**src/rtl/onehot_stream_encoder.sv**
```systemverilog
// onehot_stream_encoder
// Accepts an N-bit vector over a valid/ready handshake and replays the
// binary index of every set bit, lowest index first, one code per output
// handshake. out_last marks the final code of each vector. Outputs depend
// only on registered state, so there is no input-to-output combinational path.
module onehot_stream_encoder #(
  parameter int N = 8,
  parameter int W = 3
) (
  input  logic         clk,
  input  logic         rst_n,
  input  logic         in_valid,
  output logic         in_ready,
  input  logic [N-1:0] in_vec,
  output logic         out_valid,
  input  logic         out_ready,
  output logic [W-1:0] out_code,
  output logic         out_last
);

  typedef enum logic {
    IDLE = 1'b0,
    EMIT = 1'b1
  } state_e;

  state_e         state_q, state_d;
  logic [N-1:0]   pending_q, pending_d;

  // Priority encoder: bit 0 has the highest priority, so scan downward and
  // let the lowest set bit overwrite. An all-zero vector yields index 0.
  function automatic logic [W-1:0] lowest_index(input logic [N-1:0] v);
    logic [W-1:0] idx;
    idx = '0;
    for (int i = N - 1; i >= 0; i--) begin
      if (v[i]) idx = W'(i);
    end
    return idx;
  endfunction

  // True when exactly one bit of v is set (zero is not single).
  function automatic logic is_single(input logic [N-1:0] v);
    return (v != '0) && ((v & (v - N'(1))) == '0);
  endfunction

  // In IDLE pending is always zero, so these reduce to the required
  // qualified-zero outputs without extra gating.
  assign in_ready  = (state_q == IDLE);
  assign out_valid = (state_q == EMIT);
  assign out_code  = lowest_index(pending_q);
  assign out_last  = is_single(pending_q);

  // Next-state logic: load a vector in IDLE, retire the lowest set bit per
  // output handshake in EMIT.
  always_comb begin
    state_d   = state_q;
    pending_d = pending_q;
    if (state_q == IDLE) begin
      if (in_valid) begin
        pending_d = in_vec;
        state_d   = (in_vec != '0) ? EMIT : IDLE;
      end
    end else begin
      if (out_ready) begin
        // v & (v-1) clears exactly the lowest set bit, i.e. the one being emitted.
        pending_d = pending_q & (pending_q - N'(1));
        if (out_last) state_d = IDLE;
      end
    end
  end

  // State and pending registers; reset abandons any in-flight vector at once.
  always_ff @(posedge clk or negedge rst_n) begin
    if (!rst_n) begin
      state_q   <= IDLE;
      pending_q <= '0;
    end else begin
      state_q   <= state_d;
      pending_q <= pending_d;
    end
  end

endmodule

```
**config.mk**
```make
export PLATFORM = sky130hd
export DESIGN_NAME = onehot_stream_encoder
export DESIGN_NICKNAME = d
export VERILOG_FILES = /design/src/rtl/onehot_stream_encoder.sv
export SDC_FILE = /design/constraint.sdc
export NUM_CORES = 1
export LEC_CHECK = 0
export CAP_MARGIN = 40
export CORE_MARGIN = 3
export CORE_UTILIZATION = 45
export DETAILED_ROUTE_END_ITERATION = 10
export PLACE_DENSITY_LB_ADDON = 0.25
export SYNTH_ARGS = -nofsm -noshare
export SYNTH_HDL_FRONTEND = slang
export SYNTH_SLANG_ARGS = --single-unit
```
**constraint.sdc**
```tcl
create_clock -name clk -period 1.75 [get_ports clk]
set_clock_uncertainty 0.05 [all_clocks]
set_input_delay 0.2625 -clock clk [delete_from_list [all_inputs] [get_ports clk]]
set_output_delay 0.2625 -clock clk [all_outputs]
set_load 0.05 [all_outputs]
```
==> out/results.ini <==
[outcome]
outcome = complete, but fails checks
violations = setup timing

[run]
cap_violations = 0

[timing]
maxSlewHeadroom_pct = 70.15
whs_ns = 0.2458
setup_viol = 2
hold_viol_final = 0
rsz0062_at_grt = true
period_needed_ns = 1.995
setup_ws_ns = -0.2447
fin_setup_tns_ns = -0.4064
worst_pin_slew_ns = 0.4477
drv_slew = 0
fmax_mhz = 501.3
finalCritPeriodShare_pct = 114.0

[logic_synthesis]
synthFlopType = dfrtp_1
synthDistinctLibCells = 32
ys_async_sr_fraction_pct = 100.0
synth_cells = 76
syn_avg_cell_area_um2 = 8.248
ys_ff_latch = 9
synth_area_um2 = 626.9
ys_seq_area_share_pct = 35.93
syn_nets = 88
ys_warn_count = 0
synth_edf_count = 0

[routing]
route.vias.total = 734
drtIter0Drc = 17
drc = 0
wirelength_um = 2077
first_pass_iters = 4
ant_nets = 0
routed_via_density = 6.220
post_drt_wl_per_cell_um = 17.60

[critical_path]
cp-end-kind = output port
cp.required_ns = 1.44
crit_path_start_kind = flop
cp_slowest_stage_delay_ns = 0.42
cpMaxStageDelayCell = dfrtp_1
path_class = flop to output port
crit_path_max_fanout = 3
path_cells = nor4_4 > o2111ai_2 > a31oi_4 > buf_12
arrival_ns = 1.68

[die]
core-area_mm2 = 0.001201
ioPinCount = 18
die_area_mm2 = 0.001877
die_y_um = 43.32
die_w_um = 43.32
start_util_pct = 52.19
rows = 12

[layout]
area_growth_pct = 64.67
regArea_um2 = 231.5
fill_cells = 62
multi_input_area_um2 = 421.7
layout_commonest_cell = clkdlybuf4s50_1
stdcell_count = 118
nNetsFinal = 117
final_cell_area_mm2 = 0.001032
final_layout_size_suffix_gt1_share_pct = 36.54
final_cell_mix = clkdlybuf4s50_1, buf_4, nand2_1
num_antenna_cells = 0

[clock_tree]
numCtsBuffers = 3
clock-sinks = 9
cts_max_path_buffers = 2
root_buffer = clkbuf_4
clk_pin_slew_ns = 0.06
clk_latency_ns = 0.27
cts_max_level = 1
cts_tree = yes

[grt]
grt_pass1_wl_um = 3332
grt_use_total_pct = 23.86
grt_max_degree = 14
antenna_found_initial = 0
grt_overflow = 0
grt_pass1_vias = 724

[placed_design]
pre_cts_ws_ns = 0.04767
port_buffers = 17
hpwl_um = 1485
gp_routability_congestion = 0.8632
dpl.cell_count = 113
place_area_um2 = 937.1

[hold_path]
min_path_type = primary input to async pin

[power]
power.density_mw_per_mm2 = 2480
p_leak_nw = 0.4356
worst_ir_drop_vdd_uv = 1633

==> synth_stat cells (2+ instances only) <==
library cell | count | area [um2]
nor3_1 | 4 | 20.02
nand3_1 | 2 | 10.01
nor4_1 | 3 | 18.77
a22o_1 | 2 | 17.52
dfrtp_1 | 9 | 225.2
o21ai_0 | 8 | 40.04
nor2_1 | 5 | 18.77
inv_1 | 5 | 18.77
a21oi_1 | 7 | 35.03
nand2_1 | 9 | 33.78
==> metrics by stage <==
step                power (mW)  util, %
floorplan                1.426        -
global placement         2.170    78.02
detailed placement       2.204    78.02
CTS                      2.433    82.19
global route             2.688    85.94
finish                   2.560    85.94
==> repair_timing <==
action	CTS	global route
hold endpoints to repair	0	0
pin swaps	1	2
hold buffers	0	0
gates resized for setup	7	10
buffers inserted	0	1
cloned	0	0
setup endpoints to repair	4	4
==> kinds of logic (layout without fill, tap and decap cells) <==
kind of cell	count (synthesis)	count (layout)	synth area share, %
and+or+nand+nor	29	29	24.75
AOI/OAI and AO/OA	27	27	27.35
DFF	9	9	35.93
buffers and inverters	9	37	8.980
xor gates and xnor gates	1	1	1.397
muxes	1	1	1.597
==> critical path: cells and delay by family, from the launching register on <==
family	cells	cell delay, ns
AOI/OAI and AO/OA	2	0.44
DFF	1	0.42
and+or+nand+nor	1	0.38
buffers and inverters	1	0.16
==> where the power goes <==
group          switching (mW)  internal (mW)  leakage (nW)
clock network          0.0804         0.0883        0.0150
logic                   0.991          0.948         0.311
registers               0.163          0.289         0.110
total                    1.23           1.33         0.436
==> state kept, by name, indices dropped and copies added, names as in the netlist <==
name	count
out_valid	1
pending_q	8
==> routing by layer <==
metal  part of all wire, %  GRT usage, %  vias to the layer above  wire length [um]
li1                      -             -                      338                 -
met5                     0             0                        -                 0
met1                    38         28.79                      342               798
met3                   6.9         6.780                       11               144
met4                   2.4         9.639                        0                50
met2                    52         39.53                       43              1083
==> path summary, 6_finish.rpt <==
| check | depth (start not counted) | from | slack (ns) | end |
|---|---|---|---|---|
| worst max-delay path | 4 | pending_q[2] | -0.24 | out_last |
| worst min-delay path | 1 | rst_n | 0.25 | pending_q[0] |
| worst max register to register | 4 | pending_q[2] | 0.21 | out_valid |
| worst min register to register | 1 | pending_q[1] | 0.54 | pending_q[1] |
| max in group asynchronous | 1 | rst_n | 1.07 | pending_q[4] |
| min in group clk | 3 | in_vec[4] | 0.52 | pending_q[4] |
==> area by class of cell <==
cell class | count | area share [%]
Tap cell | 14 | 1.697
Clock buffer | 4 | 2.545
Timing Repair Buffer | 28 | 30.67
Sequential cell | 9 | 22.42
Multi-Input combinational cell | 58 | 40.85
Inverter | 5 | 1.818
Power figures use the tool's default switching activity.
